[config.mk]
export PLATFORM = sky130hd
export DESIGN_NAME = load_store_unit_flat
export DESIGN_NICKNAME = d
export VERILOG_FILES = /design/src/rtl/cpu_pkg.sv /design/src/rtl/load_store_unit_if.sv /design/src/rtl/lsu_timeout_counter.sv /design/src/rtl/load_store_unit.sv /design/src/flat_wrapper.sv
export SDC_FILE = /design/constraint.sdc
export NUM_CORES = 1
export LEC_CHECK = 0
export ABC_AREA = 1
export CAP_MARGIN = 20
export CORE_ASPECT_RATIO = 1.5
export CORE_MARGIN = 2
export CORE_UTILIZATION = 44
export CTS_CLUSTER_DIAMETER = 200
export DETAILED_ROUTE_END_ITERATION = 16
export GPL_TIMING_DRIVEN = 0
export PLACE_DENSITY = 0.81
export RECOVER_POWER = 25
export SYNTH_ARGS = -nofsm -noshare
export SYNTH_HDL_FRONTEND = slang
export SYNTH_HIERARCHICAL = 1
export SYNTH_SLANG_ARGS = --single-unit
[constraint.sdc]
create_clock -name clk -period 2.1 [get_ports clk]
set_input_delay 0.315 -clock clk [delete_from_list [all_inputs] [get_ports clk]]
set_output_delay 0.315 -clock clk [all_outputs]
set_load 0.01 [all_outputs]
[src/rtl/cpu_pkg.sv]
// Shared CPU encodings: operation type codes and load/store unit FSM states.
// Pure declarations; no timing or flow-control behaviour of its own.
package cpu_pkg;

  typedef enum logic [1:0] {
    TYPE_ALU   = 2'b00,
    TYPE_LOAD  = 2'b01,
    TYPE_STORE = 2'b10,
    TYPE_RSVD  = 2'b11
  } type_code_t;

  typedef enum logic [1:0] {
    ST_IDLE = 2'b00,
    ST_MEM  = 2'b01,
    ST_WB   = 2'b10
  } lsu_state_t;

  function automatic logic is_word_aligned(input logic [31:0] addr);
    return addr[1:0] == 2'b00;
  endfunction

endpackage

[src/rtl/load_store_unit_if.sv]
// Word-wide memory request bus between the load/store unit and memory.
// Request is held until mem_ready completes it; rdata is valid with mem_ready.
interface load_store_unit_if;
  logic        mem_req;
  logic        mem_we;
  logic [31:0] mem_addr;
  logic [31:0] mem_wdata;
  logic        mem_ready;
  logic [31:0] mem_rdata;

  modport master (
    output mem_req, mem_we, mem_addr, mem_wdata,
    input  mem_ready, mem_rdata
  );

  modport slave (
    input  mem_req, mem_we, mem_addr, mem_wdata,
    output mem_ready, mem_rdata
  );
endinterface

[src/rtl/lsu_timeout_counter.sv]
// Counts MEM-state cycles; expired flags the TIMEOUT-th enabled edge.
// Combinational expired, one flop stage of count; no backpressure.
module lsu_timeout_counter #(
  parameter int TIMEOUT = 16
) (
  input  logic clk,
  input  logic reset,
  input  logic clear,
  input  logic enable,
  output logic expired
);

  logic [7:0] cnt_q, cnt_d;

  always_comb begin
    cnt_d = cnt_q;
    if (clear) begin
      cnt_d = '0;
    end else if (enable) begin
      cnt_d = cnt_q + 8'd1;
    end
  end

  always_ff @(posedge clk) begin
    if (reset) begin
      cnt_q <= '0;
    end else begin
      cnt_q <= cnt_d;
    end
  end

  // cnt_q holds the number of MEM edges already taken, so this edge is number cnt_q+1
  assign expired = enable && (cnt_q == 8'(TIMEOUT - 1));

endmodule

[src/rtl/load_store_unit.sv]
// Executes ALU writeback, load and store ops: ALU/error 1 cycle, memory ops MEM cycles + 1.
// Accepts start only when idle; a memory access waits for mem_ready or gives up after TIMEOUT.
module load_store_unit
  import cpu_pkg::*;
#(
  parameter int TIMEOUT = 16,
  parameter int RF_AW   = 4
) (
  input  logic               clk,
  input  logic               reset,
  input  logic               start,
  input  logic [1:0]         type_code,
  input  logic [31:0]        alu_result,
  input  logic               alu_negative,
  input  logic               alu_zero,
  input  logic [31:0]        store_data,
  input  logic [RF_AW-1:0]   rd_addr,
  load_store_unit_if.master  mem,
  output logic               rf_we,
  output logic [RF_AW-1:0]   rf_waddr,
  output logic [31:0]        rf_wdata,
  output logic               flag_n,
  output logic               flag_z,
  output logic               busy,
  output logic               done,
  output logic               err
);

  lsu_state_t       state_q, state_d;
  logic             mem_req_q, mem_req_d;
  logic             mem_we_q, mem_we_d;
  logic [31:0]      mem_addr_q, mem_addr_d;
  logic [31:0]      mem_wdata_q, mem_wdata_d;
  logic             is_load_q, is_load_d;
  logic             rf_we_q, rf_we_d;
  logic [RF_AW-1:0] rf_waddr_q, rf_waddr_d;
  logic [31:0]      rf_wdata_q, rf_wdata_d;
  logic             flag_n_q, flag_n_d;
  logic             flag_z_q, flag_z_d;
  logic             busy_q, busy_d;
  logic             done_q, done_d;
  logic             err_q, err_d;
  logic             expired;
  type_code_t       op;

  assign op = type_code_t'(type_code);

  lsu_timeout_counter #(.TIMEOUT(TIMEOUT)) u_timeout (
    .clk     (clk),
    .reset   (reset),
    .clear   (state_q != ST_MEM),
    .enable  (state_q == ST_MEM),
    .expired (expired)
  );

  always_comb begin
    state_d     = state_q;
    mem_req_d   = 1'b0;
    mem_we_d    = 1'b0;
    mem_addr_d  = mem_addr_q;
    mem_wdata_d = mem_wdata_q;
    is_load_d   = is_load_q;
    rf_we_d     = 1'b0;
    rf_waddr_d  = rf_waddr_q;
    rf_wdata_d  = rf_wdata_q;
    flag_n_d    = flag_n_q;
    flag_z_d    = flag_z_q;
    done_d      = 1'b0;
    err_d       = 1'b0;
    case (state_q)
      ST_IDLE: begin
        if (start) begin
          rf_waddr_d = rd_addr;
          is_load_d  = (op == TYPE_LOAD);
          if (op == TYPE_ALU) begin
            state_d    = ST_WB;
            rf_we_d    = 1'b1;
            rf_wdata_d = alu_result;
            flag_n_d   = alu_negative;
            flag_z_d   = alu_zero;
            done_d     = 1'b1;
          end else if ((op == TYPE_LOAD || op == TYPE_STORE) && is_word_aligned(alu_result)) begin
            state_d     = ST_MEM;
            mem_req_d   = 1'b1;
            mem_we_d    = (op == TYPE_STORE);
            mem_addr_d  = alu_result;
            mem_wdata_d = store_data;
          end else begin
            state_d = ST_WB;
            done_d  = 1'b1;
            err_d   = 1'b1;
          end
        end
      end
      ST_MEM: begin
        // mem_ready is checked first so a completion on the expiry edge still succeeds
        if (mem.mem_ready) begin
          state_d = ST_WB;
          done_d  = 1'b1;
          rf_we_d = is_load_q;
          if (is_load_q) begin
            rf_wdata_d = mem.mem_rdata;
          end
        end else if (expired) begin
          state_d = ST_WB;
          done_d  = 1'b1;
          err_d   = 1'b1;
        end else begin
          mem_req_d = 1'b1;
          mem_we_d  = mem_we_q;
        end
      end
      ST_WB: begin
        state_d = ST_IDLE;
      end
      default: begin
        state_d = ST_IDLE;
      end
    endcase
    busy_d = (state_d != ST_IDLE);
  end

  always_ff @(posedge clk) begin
    if (reset) begin
      state_q     <= ST_IDLE;
      mem_req_q   <= 1'b0;
      mem_we_q    <= 1'b0;
      mem_addr_q  <= '0;
      mem_wdata_q <= '0;
      is_load_q   <= 1'b0;
      rf_we_q     <= 1'b0;
      rf_waddr_q  <= '0;
      rf_wdata_q  <= '0;
      flag_n_q    <= 1'b0;
      flag_z_q    <= 1'b0;
      busy_q      <= 1'b0;
      done_q      <= 1'b0;
      err_q       <= 1'b0;
    end else begin
      state_q     <= state_d;
      mem_req_q   <= mem_req_d;
      mem_we_q    <= mem_we_d;
      mem_addr_q  <= mem_addr_d;
      mem_wdata_q <= mem_wdata_d;
      is_load_q   <= is_load_d;
      rf_we_q     <= rf_we_d;
      rf_waddr_q  <= rf_waddr_d;
      rf_wdata_q  <= rf_wdata_d;
      flag_n_q    <= flag_n_d;
      flag_z_q    <= flag_z_d;
      busy_q      <= busy_d;
      done_q      <= done_d;
      err_q       <= err_d;
    end
  end

  assign mem.mem_req   = mem_req_q;
  assign mem.mem_we    = mem_we_q;
  assign mem.mem_addr  = mem_addr_q;
  assign mem.mem_wdata = mem_wdata_q;
  assign rf_we         = rf_we_q;
  assign rf_waddr      = rf_waddr_q;
  assign rf_wdata      = rf_wdata_q;
  assign flag_n        = flag_n_q;
  assign flag_z        = flag_z_q;
  assign busy          = busy_q;
  assign done          = done_q;
  assign err           = err_q;

endmodule
[src/flat_wrapper.sv]
// flat-port wrapper written by rule: the top's interface ports become plain ports
module load_store_unit_flat import cpu_pkg::*;
#(
  parameter int TIMEOUT = 16,
  parameter int RF_AW   = 4
)
  (clk, reset, start, type_code, alu_result, alu_negative, alu_zero, store_data, rd_addr, rf_we, rf_waddr, rf_wdata, flag_n, flag_z, busy, done, err, mem_mem_req, mem_mem_we, mem_mem_addr, mem_mem_wdata, mem_mem_ready, mem_mem_rdata);
  load_store_unit_if mem_i ();
  input  logic clk;
  input  logic reset;
  input  logic start;
  input  logic [1:0] type_code;
  input  logic [31:0] alu_result;
  input  logic alu_negative;
  input  logic alu_zero;
  input  logic [31:0] store_data;
  input  logic [RF_AW-1:0] rd_addr;
  output logic rf_we;
  output logic [RF_AW-1:0] rf_waddr;
  output logic [31:0] rf_wdata;
  output logic flag_n;
  output logic flag_z;
  output logic busy;
  output logic done;
  output logic err;
  output wire logic [$bits(mem_i.mem_req)-1:0] mem_mem_req;
  output wire logic [$bits(mem_i.mem_we)-1:0] mem_mem_we;
  output wire logic [$bits(mem_i.mem_addr)-1:0] mem_mem_addr;
  output wire logic [$bits(mem_i.mem_wdata)-1:0] mem_mem_wdata;
  input wire logic [$bits(mem_i.mem_ready)-1:0] mem_mem_ready;
  input wire logic [$bits(mem_i.mem_rdata)-1:0] mem_mem_rdata;
  assign mem_mem_req = mem_i.mem_req;
  assign mem_mem_we = mem_i.mem_we;
  assign mem_mem_addr = mem_i.mem_addr;
  assign mem_mem_wdata = mem_i.mem_wdata;
  assign mem_i.mem_ready = mem_mem_ready;
  assign mem_i.mem_rdata = mem_mem_rdata;
  load_store_unit #(.TIMEOUT(TIMEOUT), .RF_AW(RF_AW)) u_core (.clk(clk), .reset(reset), .start(start), .type_code(type_code), .alu_result(alu_result), .alu_negative(alu_negative), .alu_zero(alu_zero), .store_data(store_data), .rd_addr(rd_addr), .mem(mem_i), .rf_we(rf_we), .rf_waddr(rf_waddr), .rf_wdata(rf_wdata), .flag_n(flag_n), .flag_z(flag_z), .busy(busy), .done(done), .err(err));
endmodule
==> out/results.ini <==
[run_status]
outcome=finished clean

[critical_path]
cp_max_fo=10
required_ns=2.44
cp-end-kind=register
r2r.worst_path.cells=10
crit_type=in2reg
startpoint_type=primary input
arrival_ns=2.32

[clocking]
numClockSinks=119
clk_latency_ns=0.40
clkTransAtPathRegs_ns=0.05
cts_tree=yes
numCtsBuffers=17
h-tree-depth=4
cts_root_buf=clkbuf_16
cts_hold_buf=0
clockBufferDepth=2

[route]
drcViolationCount=0
vias=5801
finalWirelength_um=17200
via_per_inst=4.85
drt_iter0_markers=246
wl_per_cell_um=14.4
ant_nets=0
drtPass1Iterations=5

[grt]
grtUsageTotal_pct=25.8
antenna_found_initial=0
grt-ovfl-total=0
grt_max_degree=17
grt_pass1_wl_um=26500
grt_pass1_vias=5361

[synth]
muxShareOfSynthArea_pct=0
syn_inst=796
synth_top_family_by_area=simple AND/OR/NAND/NOR gates
synth_cell_types=25
synth-simple-area-share_pct=40.1
synth.cell_area_um2=5420
synthAdderAreaFrac_pct=0.923
yosys_register_bits=119
yosysWarningCount=6
synthesis.nets=908
yosysSeqAreaShare_pct=43.9
synth-xor-area-share_pct=0
synth-compound-area-share_pct=4.91
syn_area_per_cell_um2=6.81

[placed_design]
dp_hpwl_um=12600
dp_slack_ns=-0.632
dpl.cell_count=1164
port_buffers=215
gp_congestion=0.811

[power_and_ir_drop]
p_int_w=0.00446
vdd_drop_max_uv=530
clockPowerShare_pct=45.1
net-switching-power_w=0.00145
switching_share_pct=24.6
p_leak_nw=3.66
seqPwrFrac_pct=40.4
p_comb_share_pct=14.5
pwr_density_cell_nw_per_um2=710

[final_layout]
mostFrequentLayoutCell=nor2_1
final_nets=1142
antenna_cells=0
drive_above_1_share_pct=6.14
syn_to_final_growth_pct=53.6
instances_no_fill=1195
finish.utilization_pct=69.3
final_cell_mix=224 x nor2_1, 164 x clkdlybuf4s50_1, 146 x nand2_1

[sta]
drv_slew=0
hold_violations=0
totalNegativeSetupSlack_ns=0
rsz0062_at_grt=no
fmax_mhz=505
maxSlewHeadroom_pct=61.5
layout_setup_ws_ns=0.120
fin_crit_sh_pct=94.3
fin_skew_ns=0.00810
finalSetupViolations=0
fin_crit_ns=1.98
worstMarginPinSlew_ns=0.578
hold_slack_ns=0.440

[run]
max-cap-violations=0

[hold_path]
hold_path.class=reg2reg
whs_path_depth=2

[floorplan]
ios=216
rows=49
initial_core_util_pct=45.1
coreArea_um2=12000
die_y_um=140
design.die.area_um2=13200
dieWidth_um=94.6

-- critical path: stages --
cell,delay [ns]
dlygate4sd3_1,0.58
clkbuf_1,0.22
inv_1,0.18
buf_2,0.35
buf_1,0.43
nand2_1,0.13
nor2_1,0.11
-- timing repair --
action | in CTS | in global routing
setup buffers | 0 | 0
pin swaps | 0 | 0
gates resized for setup | 3 | 4
hold endpoints to repair | 0 | 0
setup endpoints to repair | 64 | 21
-- power groups by stage --
stage	Sequential, W	Clock, W	Combinational, W
floorplan	0.00247	0	0.000348
global placement	0.00243	0	0.000860
detailed placement	0.00243	0	0.000864
CTS	0.00239	0.00272	0.000871
global route	0.00239	0.00282	0.000940
finish	0.00239	0.00267	0.000859
-- sequential cells by signal, summed over array words and instances (netlist names) --
name / cells
u_core/busy: 1
u_core/rf_wdata: 32
u_core/mem.mem_we: 1
u_core/mem.mem_addr: 32
u_core/rf_waddr: 4
u_core/is_load_q: 1
u_core/done: 1
u_core/mem.mem_req: 1
u_core/err: 1
u_core/u_timeout/cnt_q: 8
u_core/flag_z: 1
u_core/rf_we: 1
u_core/mem.mem_wdata: 32
u_core/state_q: 2
u_core/flag_n: 1
-- cell families (layout without fill, tap and decap cells) --
kind of cell,Yosys count,after routing
buf+inv,134,380
compound gates,52,52
flops,119,119
simple gates,487,487
fa+ha+maj,4,4
-- stage by stage --
stage	area, um^2	power (W)
2_1_floorplan	5420	0.00282
5_1_grt	8330	0.00615
3_5_place_dp	7770	0.00330
6_report	8330	0.00591
3_3_place_gp	7770	0.00329
4_1_cts	8320	0.00598
-- per-layer routing --
metal  GRT usage, %  part of all wire (%)  up-vias  wire [um]
met5              0                     0        -          0
li1               -                     -     2969          -
met3           6.78                   7.1       26       1220
met2           42.9                    51      222       8680
met4           12.6                   3.2        0        551
met1           30.3                    39     2584       6720
-- synthesized netlist by cell type --
master	count	area share [%]
clkbuf_1	27	1.9
nor2_4	2	0.42
a21oi_2	1	0.16
buf_1	5	0.35
nor2_2	5	0.58
nand3_1	6	0.55
inv_1	78	5.4
inv_2	1	0.069
nand3b_1	33	4.6
ha_1	4	0.92
nor2_1	226	16
nand3_2	3	0.55
dfxtp_1	119	44
nand2_4	1	0.21
o21ai_0	41	3.8
a21oi_1	8	0.74
buf_2	15	1.4
buf_4	7	0.97
nand2_1	146	10
and2_1	1	0.12
clkinv_1	1	0.069
nand4_1	63	7.3
o21a_1	1	0.14
o21ai_1	1	0.092
nand2_2	1	0.12
-- final cells by class --
type	instances	area, um^2
Inverter	80	300
Tap cell	153	191
Fill cell	1040	3690
Sequential cell	119	2380
Multi-Input combinational cell	543	2510
Buffer	54	253
Clock inverter	8	75.1
Timing Repair Buffer	215	2150
Clock buffer	23	468
-- worst paths after layout --
check	start	to	slack, ns
setup / recovery	reset	u_core/mem.mem_wdata[31]$_SDFFE_PP0P_	0.12
hold / removal	u_core/mem.mem_addr[1]$_SDFFE_PP0P_	u_core/mem.mem_addr[1]$_SDFFE_PP0P_	0.44
setup reg to reg	u_core/state_q[0]$_SDFF_PP0_	u_core/mem.mem_req$_SDFF_PP0_	0.18
hold reg to reg	u_core/mem.mem_addr[1]$_SDFFE_PP0P_	u_core/mem.mem_addr[1]$_SDFFE_PP0P_	0.44
Power figures use the tool's default switching activity.
